===== src/rtl/riscv_pkg.sv =====
// Shared definitions for the 5-stage RISC-V pipeline: datapath width,
// ALU op encodings, register-zero index and the EX-stage bubble control word.
package riscv_pkg;

    localparam int XLEN = 32;

    localparam logic [4:0] REG_ZERO = 5'd0;

    typedef enum logic [3:0] {
        ALU_ADD    = 4'd0,
        ALU_SUB    = 4'd1,
        ALU_SLL    = 4'd2,
        ALU_SLT    = 4'd3,
        ALU_SLTU   = 4'd4,
        ALU_XOR    = 4'd5,
        ALU_SRL    = 4'd6,
        ALU_SRA    = 4'd7,
        ALU_OR     = 4'd8,
        ALU_AND    = 4'd9,
        ALU_PASS_B = 4'd10
    } alu_op_e;

    typedef struct packed {
        logic valid;
        logic regwrite;
        logic memread;
        logic memwrite;
    } ex_ctrl_t;

    localparam ex_ctrl_t BUBBLE_CTRL = '{valid: 1'b0, regwrite: 1'b0, memread: 1'b0, memwrite: 1'b0};

endpackage


===== src/rtl/hazard_detect.sv =====
// Combinational load-use compare: the ID instruction reads a register that
// the load currently in EX has not produced yet.
module hazard_detect
    import riscv_pkg::*;
(
    input  logic       id_valid,
    input  logic [4:0] id_rs1,
    input  logic [4:0] id_rs2,
    input  logic       id_uses_rs1,
    input  logic       id_uses_rs2,
    input  logic       ex_valid,
    input  logic       ex_memread,
    input  logic [4:0] ex_rd,
    output logic       hazard
);

    logic load_in_ex;
    logic rs1_match;
    logic rs2_match;

    always_comb begin
        load_in_ex = id_valid && ex_valid && ex_memread && (ex_rd != REG_ZERO);
        rs1_match  = id_uses_rs1 && (id_rs1 == ex_rd);
        rs2_match  = id_uses_rs2 && (id_rs2 == ex_rd);
        hazard     = load_in_ex && (rs1_match || rs2_match);
    end

endmodule


===== src/rtl/id_ex_hazard_stage.sv =====
// ID/EX pipeline register with load-use stall generation, bubble insertion
// on hazards and branch flushes, and a saturating stall-cycle counter.
module id_ex_hazard_stage #(
    parameter int XLEN  = riscv_pkg::XLEN,
    parameter int CNT_W = 32
) (
    input  logic             clk,
    input  logic             reset,
    input  logic             ID_valid,
    input  logic [4:0]       ID_rs1,
    input  logic [4:0]       ID_rs2,
    input  logic [4:0]       ID_rd,
    input  logic             ID_uses_rs1,
    input  logic             ID_uses_rs2,
    input  logic             ID_regwrite,
    input  logic             ID_memread,
    input  logic             ID_memwrite,
    input  logic [3:0]       ID_aluop,
    input  logic [XLEN-1:0]  ID_rdata1,
    input  logic [XLEN-1:0]  ID_rdata2,
    input  logic [XLEN-1:0]  ID_imm,
    input  logic [XLEN-1:0]  ID_pc,
    input  logic             EX_flush,
    input  logic             MEM_hold,
    output logic             EX_valid,
    output logic             EX_regwrite,
    output logic             EX_memread,
    output logic             EX_memwrite,
    output logic [4:0]       Indice_rs1,
    output logic [4:0]       Indice_rs2,
    output logic [4:0]       EX_rd,
    output logic [3:0]       EX_aluop,
    output logic [XLEN-1:0]  EX_rdata1,
    output logic [XLEN-1:0]  EX_rdata2,
    output logic [XLEN-1:0]  EX_imm,
    output logic [XLEN-1:0]  EX_pc,
    output logic             stall_IF,
    output logic [CNT_W-1:0] stall_count
);

    import riscv_pkg::*;

    ex_ctrl_t ctrl_q;
    ex_ctrl_t id_ctrl;
    logic     hazard;

    hazard_detect u_hazard_detect (
        .id_valid    (ID_valid),
        .id_rs1      (ID_rs1),
        .id_rs2      (ID_rs2),
        .id_uses_rs1 (ID_uses_rs1),
        .id_uses_rs2 (ID_uses_rs2),
        .ex_valid    (ctrl_q.valid),
        .ex_memread  (ctrl_q.memread),
        .ex_rd       (EX_rd),
        .hazard      (hazard)
    );

    // A flush overrides the stall: the dependent instruction is being squashed anyway.
    always_comb begin
        stall_IF = MEM_hold || (hazard && !EX_flush);
    end

    always_comb begin
        id_ctrl.valid    = ID_valid;
        id_ctrl.regwrite = ID_regwrite && ID_valid;
        id_ctrl.memread  = ID_memread  && ID_valid;
        id_ctrl.memwrite = ID_memwrite && ID_valid;
    end

    assign EX_valid    = ctrl_q.valid;
    assign EX_regwrite = ctrl_q.regwrite;
    assign EX_memread  = ctrl_q.memread;
    assign EX_memwrite = ctrl_q.memwrite;

    always_ff @(posedge clk or posedge reset) begin
        if (reset) begin
            ctrl_q      <= BUBBLE_CTRL;
            Indice_rs1  <= '0;
            Indice_rs2  <= '0;
            EX_rd       <= '0;
            EX_aluop    <= '0;
            EX_rdata1   <= '0;
            EX_rdata2   <= '0;
            EX_imm      <= '0;
            EX_pc       <= '0;
            stall_count <= '0;
        end else begin
            if (stall_IF && (stall_count != '1)) begin
                stall_count <= stall_count + CNT_W'(1);
            end
            // MEM_hold freezes EX entirely, leaving any pending flush unconsumed.
            if (!MEM_hold) begin
                if (EX_flush || hazard) begin
                    ctrl_q     <= BUBBLE_CTRL;
                    Indice_rs1 <= '0;
                    Indice_rs2 <= '0;
                    EX_rd      <= '0;
                    EX_aluop   <= '0;
                    EX_rdata1  <= '0;
                    EX_rdata2  <= '0;
                    EX_imm     <= '0;
                    EX_pc      <= '0;
                end else begin
                    ctrl_q     <= id_ctrl;
                    Indice_rs1 <= ID_rs1;
                    Indice_rs2 <= ID_rs2;
                    EX_rd      <= ID_rd;
                    EX_aluop   <= ID_aluop;
                    EX_rdata1  <= ID_rdata1;
                    EX_rdata2  <= ID_rdata2;
                    EX_imm     <= ID_imm;
                    EX_pc      <= ID_pc;
                end
            end
        end
    end

endmodule

===== config.mk =====
export PLATFORM = sky130hd
export DESIGN_NAME = id_ex_hazard_stage
export DESIGN_NICKNAME = d
export VERILOG_FILES = /design/src/rtl/riscv_pkg.sv /design/src/rtl/hazard_detect.sv /design/src/rtl/id_ex_hazard_stage.sv
export SDC_FILE = /design/constraint.sdc
export NUM_CORES = 1
export LEC_CHECK = 0
export CORE_AREA = 2 2 133 135
export CTS_BUF_LIST = sky130_fd_sc_hd__clkbuf_4 sky130_fd_sc_hd__clkbuf_8
export DETAILED_ROUTE_END_ITERATION = 12
export DIE_AREA = 0 0 135 137
export PLACE_DENSITY = 0.92
export RECOVER_POWER = 100
export SYNTH_ARGS = -nofsm -noshare
export SYNTH_HDL_FRONTEND = slang
export SYNTH_SLANG_ARGS = --single-unit

===== constraint.sdc =====
create_clock -name clk -period 6.8 [get_ports clk]
set_input_delay 1.02 -clock clk [delete_from_list [all_inputs] [get_ports clk]]
set_output_delay 1.02 -clock clk [all_outputs]
set_load 0.01 [all_outputs]

==> impl_metrics.toml <==
[layout]
design_area_um2 = 10870
stdcell_count = 1068
areaGrowthSynthToFinish_pct = 55.31
final_util = 0.6371
final_common_cell = "dlygate4sd3_1"
nFillCells = 1290
nets = 988
drive_gt1_frac = 0.04632
layout_common_cells = "186 x dlygate4sd3_1, 183 x dfrtp_1, 153 x clkdlybuf4s50_1"

[clock_tree]
worstSkewPairLatency_ps = 440
hold_buffers = 0
clockBufferDepth = 2
cts_setup_buffers = 0
cts_tree = "done"
clock_sink_count = 183
h-tree-depth = 4
cts_resized = 0
root_buffer = "clkbuf_8"
cts_buffers = 17
clk_pin_slew_ps = 100

[die]
fp.dieH_um = 137
die-area_um2 = 18500
pin_count = 341
coreArea_um2 = 17060
initial_core_util = 0.4102
die_w_um = 135
rows = 48

[synthesis]
synth_area_leaders = "dfrtp_1 65%, a22o_1 19%, xor2_1 2.8%, xnor2_1 2.3%, buf_4 1.1%"
synth_top_area_share = 0.6545
yosys.cell_types.count = 34
postSynth.topFlopCell = "dfrtp_1"
syn_inst = 504
ys_ff_latch = 183
syn_area_um2 = 6997
synth_edf_count = 0
syn_avg_cell_area_um2 = 13.88
synth_warnings = 0
yosysTopAreaCell = "dfrtp_1"
syn-num-nets = 662
ys_seq_area_frac = 0.6545
async_flop_share = 1.000

[timing]
finalSetupViolCount = 0
max_freq_mhz = 214.1
tns_ps = 0
rsz0062_at_grt = "false"
hold_viol_final = 0
tightest_slew_ps = 2838
timing.hold.ws_ps = 488.7
finalWorstSetupSlack_ps = 2128
slew_violations = 102
period_share = 0.6870
max_slew_margin = -0.9064
skew_ps = 14.40
fin_crit_ps = 4672

[worst_setup_path]
required_ps = 7170
crit_chain = "dlygate4sd3_1, xnor2_1, nand2_1, o22a_1, nor2_1, nor3_1, buf_12, a22o_1"
max_stage_delay_ps = 2100
worst_setup_path_start_kind = "input port"
slowest_stage = "nor3_1"
end_kind = "flop"
criticalPathCategory = "input port to flop"
crit_path_max_fanout = 128
crit_arrival_ps = 5040

[routing]
first_iter_violations = 371
vias = 5598
detail_route.wl_per_cell_um = 19.64
vias_per_cell = 5.242
wl_mm = 20.98
drt-pass1-iter-count = 6
drc = 0
final_antenna_net_count = 0

[grt]
grt_pass1_vias = 5789
grt_max_degree = 129
antenna_found_initial = 1
overflow = 0
track_usage = 0.2239
grt_pass1_wl_mm = 31.95

[job]
maxCapViolations = 2

[power]
leakagePower_nw = 5.217
fin_total_pwr_mw = 2.384
p_per_area_nw_per_um2 = 219.4
vdd_drop_max_v = 0.0001389

[placed_design]
io_buffers = 340
dp_cells = 1036
dp_slack_ps = 2523
gp_congestion = 0.8599
placed_area_um2 = 10530
dp_hpwl_mm = 15.08

[hold_path]
min_path_type = "flop to flop"

[run_status]
status = "finished, violations left"
violations = "capacitance limit, slew limit"
report_power, final:
group          internal [mW]  total, mW  switching [mW]
clock                  0.273      0.681           0.408
sequential              1.17       1.24          0.0702
combinational          0.264      0.460           0.197
total                   1.71       2.38           0.675
cell usage after synthesis (all sizes together), types with 2 or more instances:
cell	instances
nand4	9
o21ai	4
inv	4
xor2	22
xnor2	18
nand2	15
nor3	15
a32o	3
and3	4
clkbuf	17
and4	5
a22o	148
nand3	13
mux2	2
buf	19
nor4	3
nor2	10
or4	2
dfrtp	183
per-layer routing:
metal / GRT usage / share of wire
met1: 0.2807 / 0.41
met4: 0.08218 / 0.027
met2: 0.3663 / 0.49
met5: 0 / 0
met3: 0.07037 / 0.082
kinds of logic after synthesis:
logic type,share of synthesized area
flip-flops,0.6545
AO/OA/AOI/OAI,0.1949
AND/OR/NAND/NOR,0.06527
XOR/XNOR,0.05007
buffers and inverters,0.03022
multiplexers,0.003219
adder cells (fa/ha/maj),0.001788
area by class of cell:
cell class / count / area (µm²) / area share
inverters: 4 / 22.52 / 0.002073
diodes: 1 / 2.502 / 0.0002303
clock inverters: 13 / 111.4 / 0.01025
flip-flops and latches: 183 / 4579 / 0.4214
clock buffers: 18 / 247.7 / 0.02280
well taps: 225 / 281.5 / 0.02591
multi-input cells: 281 / 2188 / 0.2014
repair buffers: 343 / 3433 / 0.3159
worst paths after layout:
path	from	endpoint	slack (ps)	cells past startpoint
worst max-delay path	ID_rs1[0]	EX_rdata2[13]	2130	8
worst min-delay path	stall_count[14]	stall_count[14]	490	1
worst max register to register	EX_rd[0]	EX_rdata2[13]	2470	6
worst min register to register	stall_count[14]	stall_count[14]	490	1
max in group asynchronous	reset	EX_rdata2[30]	3310	3
min in group asynchronous	reset	EX_rdata2[18]	1200	2
flip-flops by register name (all words and copies together) (netlist names), 5 cells and up:
signal,count
EX_rd,5
EX_rdata2,32
EX_imm,32
EX_rdata1,32
Indice_rs2,5
stall_count,32
Indice_rs1,5
EX_pc,32
critical path: cells and delay by family:
family,cells,cell delay (ps)
AOI/OAI and AO/OA,2,390
and+or+nand+nor,3,2330
buffers and inverters,2,1060
xor gates and xnor gates,1,130
Note: power is estimated with default switching activity, not from simulation.
